[src/rtl/regfile_param.sv]
// Parametrised register file: two async read ports, one write port, registered rd readback,
// immediate extender and a post-reset scrub FSM. Optional write-to-read forwarding under REGFILE_BYPASS_EN.
module regfile_param #(
    parameter int DATA_W   = 32,
    parameter int ADDR_W   = 5,
    parameter int IMM_W    = 16,
    parameter int ZERO_REG = 1
) (
    input  logic              clk,
    input  logic              rst,
    input  logic              reg_write,
    input  logic              reg_dst,
    input  logic [1:0]        ext_op,
    input  logic [ADDR_W-1:0] rs_add,
    input  logic [ADDR_W-1:0] rt_add,
    input  logic [ADDR_W-1:0] rd_add,
    input  logic [DATA_W-1:0] write_data,
    input  logic [IMM_W-1:0]  imm_val,
    output logic [DATA_W-1:0] rs_data,
    output logic [DATA_W-1:0] rt_data,
    output logic [DATA_W-1:0] rd_data,
    output logic [DATA_W-1:0] ext_imm,
    output logic              busy
);

    localparam int DEPTH = 1 << ADDR_W;
    localparam logic [ADDR_W-1:0] LAST_IDX = '1;

    typedef enum logic {
        CLEAR = 1'b0,
        RUN   = 1'b1
    } state_t;

    state_t            state_q, state_d;
    logic [ADDR_W-1:0] clr_idx_q, clr_idx_d;
    logic [DATA_W-1:0] rd_data_q, rd_data_d;
    logic [DATA_W-1:0] regs_q [DEPTH];

    logic [ADDR_W-1:0] dest;
    logic              zero_dest;
    logic              wr_en;
    logic [DATA_W-1:0] rs_arr;
    logic [DATA_W-1:0] rt_arr;

    function automatic logic [DATA_W-1:0] extend_imm(input logic [IMM_W-1:0] imm,
                                                     input logic [1:0]       op);
        logic signed [IMM_W-1:0] imm_s;
        logic [DATA_W-1:0]       zext;
        imm_s = $signed(imm);
        zext  = DATA_W'(imm);
        case (op)
            2'b01:   return DATA_W'(imm_s);
            2'b10:   return zext << (DATA_W - IMM_W);
            default: return zext;
        endcase
    endfunction

    // Scrub FSM: next state and busy
    always_comb begin
        state_d   = state_q;
        clr_idx_d = clr_idx_q;
        busy      = (state_q == CLEAR);
        case (state_q)
            CLEAR: begin
                clr_idx_d = clr_idx_q + 1'b1;
                if (clr_idx_q == LAST_IDX) begin
                    clr_idx_d = '0;
                    state_d   = RUN;
                end
            end
            default: ;
        endcase
    end

    always_ff @(posedge clk) begin
        if (rst) begin
            state_q   <= CLEAR;
            clr_idx_q <= '0;
            rd_data_q <= '0;
        end else begin
            state_q   <= state_d;
            clr_idx_q <= clr_idx_d;
            rd_data_q <= rd_data_d;
        end
    end

    // Write decode: writes are only live in RUN, outside reset, and never to a hardwired zero register
    assign dest      = reg_dst ? rd_add : rt_add;
    assign zero_dest = (ZERO_REG != 0) && (dest == '0);
    assign wr_en     = (state_q == RUN) && !rst && reg_write && !zero_dest;

    always_ff @(posedge clk) begin
        if (!rst) begin
            if (state_q == CLEAR) begin
                regs_q[clr_idx_q] <= '0;
            end else if (wr_en) begin
                regs_q[dest] <= write_data;
            end
        end
    end

    // rd readback shows the post-edge contents, so a same-edge write to rd_add wins
    always_comb begin
        rd_data_d = rd_data_q;
        if (state_q == RUN) begin
            if (wr_en && (dest == rd_add)) begin
                rd_data_d = write_data;
            end else if ((ZERO_REG != 0) && (rd_add == '0)) begin
                rd_data_d = '0;
            end else begin
                rd_data_d = regs_q[rd_add];
            end
        end
    end

    assign rs_arr = ((ZERO_REG != 0) && (rs_add == '0)) ? '0 : regs_q[rs_add];
    assign rt_arr = ((ZERO_REG != 0) && (rt_add == '0)) ? '0 : regs_q[rt_add];

`ifdef REGFILE_BYPASS_EN
    assign rs_data = (wr_en && (rs_add == dest)) ? write_data : rs_arr;
    assign rt_data = (wr_en && (rt_add == dest)) ? write_data : rt_arr;
`else
    assign rs_data = rs_arr;
    assign rt_data = rt_arr;
`endif

    assign rd_data = rd_data_q;
    assign ext_imm = extend_imm(imm_val, ext_op);

endmodule

[config.mk]
export PLATFORM = sky130hd
export DESIGN_NAME = regfile_param
export DESIGN_NICKNAME = d
export VERILOG_FILES = /design/src/rtl/regfile_param.sv
export SDC_FILE = /design/constraint.sdc
export NUM_CORES = 2
export LEC_CHECK = 0
export CAP_MARGIN = 20
export CELL_PAD_IN_SITES_DETAIL_PLACEMENT = 0
export CELL_PAD_IN_SITES_GLOBAL_PLACEMENT = 2
export CORE_ASPECT_RATIO = 1.1
export CORE_MARGIN = 2
export CORE_UTILIZATION = 52
export DETAILED_ROUTE_END_ITERATION = 8
export PLACE_DENSITY_LB_ADDON = 0.1
export SLEW_MARGIN = 40
export SYNTH_ARGS = -nofsm -noshare
export SYNTH_HDL_FRONTEND = slang
export SYNTH_SLANG_ARGS = --single-unit
[constraint.sdc]
create_clock -name clk -period 7.7 [get_ports clk]
set_clock_uncertainty 0.2 [all_clocks]
set_input_delay 1.155 -clock clk [delete_from_list [all_inputs] [get_ports clk]]
set_output_delay 1.155 -clock clk [all_outputs]
set_load 0.03 [all_outputs]
Yosys cells after proc, flatten, opt, wreduce, memory -nomap -nowiden
Memory sizes are Yosys's and may differ from the RTL's.
Cells that the tools add are included.

word-level totals
  bits in registers = 38
  memory bits (writable) = 1024
  input port bits = 69
  output and inout bits = 129
  word-level logic and storage cells = 40
  memories kept = 1

operators by class
  add/subtract/negate cells = 1
  equality and inequality tests = 4
  muxes and demuxes = 19
  bitwise logic cells = 1
  reductions and logical operators = 11

memory list
  name    words  bits a word  read ports  clocked after memory_dff  write ports  line  text
  regs_q  32     32           3           0                         1            37    logic [DATA_W-1:0] regs_q [DEPTH];

operators with widths
  cell                                                  number
  two-way mux 32 bit                                    5
  one-hot mux 32 bit (2 select lines)                   1
  OR reduction 32 bit                                   1
  logical NOT 5 bit                                     4
  two-way mux 5 bit                                     3
  two-way mux 1 bit                                     10
  adder 5 x 1 -> 5 bit (second input constant)          1
  equality test 5 bit                                   1
  equality test 5 bit (second input constant)           1
  logical AND 1 bit                                     4
  equality test 2 x 1 -> 1 bit (second input constant)  1
  equality test 2 bit (second input constant)           1
  logical NOT 1 bit                                     2
  NOT 1 bit                                             1

Logic depth before layout (Yosys ltp)
  depth in word-level cells = 10
  mapped depth = 9
  depth with buffers taken out = 6

Worst setup path before layout
No wires, ideal clock.

  path type = input port to flip-flop
  start point = input port rt_add[2]
  end point = memory regs_q[12][0] (enable)
  setup time = 0.421 ns
  data arrival time = 3.974 ns
  data required time = 7.079 ns
  slack = 3.105 ns
  cell stages on the path = 7
  path buffers = 2
  cell sequence = buf_2 > or3_1 > buf_2 > nor4_4 > nor2_2 > o31a_1 > nor2_1

on the way
  longest elaborated chain between the ends = 10
  elaborated cells on any way between the ends = 11
  those cells by class = mux: 7; reduce/logical: 4

ends and longest elaborated chain
  what                                                              line  text
  from (decl)                                                       15    input logic [ADDR_W-1:0] rt_add,
  two-way mux 5 bit (*)                                             88    assign dest = reg_dst ? rd_add : rt_add;
  logical NOT 5 bit                                                 89    assign zero_dest = (ZERO_REG != 0) && (dest == '0);
  logical NOT 1 bit                                                 90    assign wr_en = (state_q == RUN) && !rst && reg_write && !zero_dest;
  logical AND 1 bit                                                 90
  two-way mux 1 bit                                                 96    end else if (wr_en) begin
  two-way mux 1 bit                                                 94    if (state_q == CLEAR) begin
  two-way mux 1 bit                                                 93    if (!rst) begin
  two-way mux 1 bit (not written as such)                           97    regs_q[dest] <= write_data;
  OR reduction 32 bit (no line)                                     -
  two-way mux 5 bit (no line) or two-way mux 1 bit (tied branches)  -
  to (decl)                                                         37

Mark *: on every way between the ends. The rest lies on a longest branch, timed or not.

Worst setup path in the final report
  start point = input port rt_add[3]
  end point = output port rt_data[30]

on the way
  longest elaborated chain between the ends = 2
  elaborated cells on any way between the ends = 3
  those cells by class = mux: 1; reduce/logical: 1; memory: 1

ends and longest elaborated chain
  what                                                            line  text
  memory read (32 x 32 bit) or logical NOT 5 bit (tied branches)  -
  two-way mux 32 bit (*)                                          117   assign rt_arr = ((ZERO_REG != 0) && (rt_add == '0)) ? '0 : regs_q[rt_add];
  to (decl)                                                       20    output logic [DATA_W-1:0] rt_data,

Marks and branches as above.

==> results by group <==
Route
  – Final antenna-violating net count: 0
  – Total vias in the final route: about 37000
  – DRC viols: 0
  – DRT iter0 DRCs: about 5400
  – Routed WL per cell: 43.0 µm
  – Vias per inst: 7.81
  – Drt total wl: approximately 200000 µm
  – First drt pass iteration count: 5

Clocking
  – Hold buffer count at CTS: 0
  – CTS resizes: 0
  – Clock slew at the register clock pins of the worst setup and hold paths: 0.06 ns
  – Clock Path Buffers: 3
  – CTS Buf Count: between 100 and 150
  – CTS tree: yes
  – H-tree lvl count: 3
  – # Post-CTS Setup Buffers: 0
  – Clock Latency Late Sink: 0.70 ns
  – Root buf cell: clkbuf_16
  – Clk sinks: approximately 1100

Worst hold path
  – Hold WC Path Type: reg -> reg
  – Hold depth: 3

STA
  – Max_slew headroom: between 30% and 40%
  – Final min period: 5.86 ns
  – Setup TNS Final: 0 ns
  – Peak Freq: 0.171 GHz
  – Worst-Margin Slew: 0.948 ns
  – Unrepaired setup endpoints after global routing: false
  – Period utilisation layout: 76.1%
  – Count of final hold-check violations: 0
  – # setup viols final: 0
  – Max Slew Vio Count: 0

Setup path
  – Worst Reg-to-Reg Cells: 7
  – CP Data Required Time: around 6.3 ns
  – Crit path max fanout: 33
  – Worst setup EP type: output pin
  – Critical Path AT: between 4 and 5 ns
  – Crit Path Category: in -> out
  – Critical path launch point type: input pin

Job
  – Maximum capacitance violations: 0

Power and ir drop
  – LEAKAGE: 22.8 nW
  – Max VDD drop: 0.209 mV
  – Pwr Density: 204 nW/µm²
  – Power Total: 13.5 mW

Place
  – RD Place Congestion: 0.908
  – I/O Buffers: between 150 and 200
  – Final HPWL DP: approximately 120000 µm
  – Placed Instances: 4539

Synthesis
  – Post-Syn Instances: 3058
  – Seq/Total Area, Yosys: 54.9%
  – Syn_nets: ~3100
  – Synth unique cells: 49
  – Syn. warnings: 0
  – Post-Syn Area: 57400 µm²
  – Synthesized area per cell: 18.8 µm²
  – FF+latch count, synth: 1062

Global route
  – GRT overflow: 0
  – First-pass GRT wire length: 288000 µm
  – Initial antenna violation count: 3
  – Number of global-route vias before repair: between 30000 and 40000
  – GRT Util Overall: a little over a third
  – Largest net degree at the start of global routing: 71

Die
  – DIE HEIGHT: 353 µm
  – Site row count: 127
  – CORE AREA: roughly 110000 µm²
  – Die area: roughly 110000 µm²
  – Initial Util: 52.5%
  – Chip width: 321 µm
  – I/O pin cnt: between 150 and 200

Finish
  – Area Overhead vs Synth: 15.1%
  – Share of layout cells above drive strength 1: 41.1%
  – Nets: 3311
  – Fillers: 7775
  – Post-Route Utilization: 60.5%
  – Number of antenna diodes: 0
  – Fin cells: 4752

Status
  – Outcome: complete, no violations
power by group:
part / internal (mW) / switching, mW / total (mW)
clock: 3.49 / 2.35 / 5.85
sequential: 6.27 / 0.0263 / 6.30
combinational: 0.537 / 0.778 / 1.31
total: 10.3 / 3.15 / 13.5
cell families (layout without fill, tap and decap cells):
kind of cell | Yosys count | after routing | share of synthesized area (%)
DFF | 1062 | 1062 | 54.9
muxes | 982 | 982 | 35.0
buffers and inverters | 369 | 644 | 2.76
AOI/OAI and AO/OA | 320 | 320 | 4.75
and+or+nand+nor | 316 | 316 | 2.44
xor gates and xnor gates | 5 | 5 | 0.0763
adders and majority gates | 4 | 4 | 0.0872
per-layer routing:
layer / vias up / track usage, % / wire, µm
li1: 13809 / - / -
met5: - / 0 / 23
met3: 614 / 8.22 / 23800
met4: 6 / 19.2 / 12200
met2: 3047 / 57.1 / 97100
met1: 19636 / 48.4 / 71300
flip-flops by register name, summed over array words and instances, names as in the netlist:
signal and count:
rd_data 32, regs_q 1024, clr_idx_q 5, state_q 1
cell usage after synthesis (all sizes together):
cell type  count  share of area [%]
a211oi         6              0.078
xnor2          3              0.046
o31a          33               0.50
nor3b          3              0.039
nand3b         2              0.026
nor2          65               0.43
a22o           6              0.092
buf          149                1.3
and2           1              0.011
inv           74               0.48
mux2          74                1.5
mux2i         94                1.6
clkbuf       146               0.95
o31ai         32               0.68
and3           2              0.022
and3b          2              0.031
o21ai         35               0.31
o41a           1              0.022
a32oi          6               0.12
nand2        153                1.0
nor4           3              0.059
nor2b         21               0.23
o41ai          2              0.063
o221ai        73                1.1
a221oi        67                1.0
or4            1              0.013
dfxtp         38                1.3
nand4          1              0.011
mux4         814                 32
or3            3              0.033
o22a          32               0.49
nor3          58               0.53
xor2           2              0.031
a21oi         24               0.21
nand3          1             0.0087
ha             4              0.087
a31oi          3              0.054
edfxtp      1024                 54
path summary, 6_finish.rpt:
path / startpoint / slack (ns) / end
max: rt_add[3] / 1.84 / rt_data[30]
min: rd_data[31] / 0.35 / rd_data[31]
max reg2reg: state_q / 3.65 / regs_q[6][28]
min reg2reg: rd_data[31] / 0.35 / rd_data[31]
per-stage QoR:
stage                     instance area [µm²]  hold slack [ns]  worst slack [ns]
after global placement                  61700            0.328              1.73
after detailed placement                62000            0.338              1.66
final                                   66100            0.355              1.84
after floorplan                         57400            0.321              3.11
after CTS                               66000            0.354              1.71
after global routing                    66100            0.368              1.89
area by class of cell:
type / instances / area (µm²) / share of cell area [%]
multi-input combinational: 1627 / 24800 / 37.6
clock buffer: 141 / 3080 / 4.65
clock inverter: 67 / 888 / 1.34
timing repair buffer: 362 / 3750 / 5.67
sequential: 1062 / 31500 / 47.7
tap: 1419 / 1780 / 2.69
inverter: 74 / 278 / 0.420
placed cells by master (no fill, tap or decap), types with 8 or more instances in the layout:
cell	instances
mux2i_1	87
dfxtp_1	38
buf_4	118
o31a_1	33
a21oi_1	24
buf_8	10
nor2_1	29
buf_6	15
nor3_2	29
clkbuf_16	116
o31ai_2	30
o21ai_0	34
mux4_2	814
o22a_1	32
clkbuf_8	8
nor2b_1	19
edfxtp_1	1024
nor2_4	34
clkdlybuf4s50_1	182
nor3_1	25
inv_1	73
nand2_1	151
clkinv_1	12
buf_12	27
a221oi_1	67
mux2_2	74
bufinv_16	20
clkbuf_1	17
clkinvlp_4	12
o221ai_1	73
clkinv_2	15
worst max-delay path, cell delays in order:
cell and delay [ns]:
buf_4 0.60, or3_4 0.62, nor3_4 0.05, buf_4 0.32, a211oi_1 0.80, clkdlybuf4s50_1 0.82
Power figures use the tool's default switching activity.
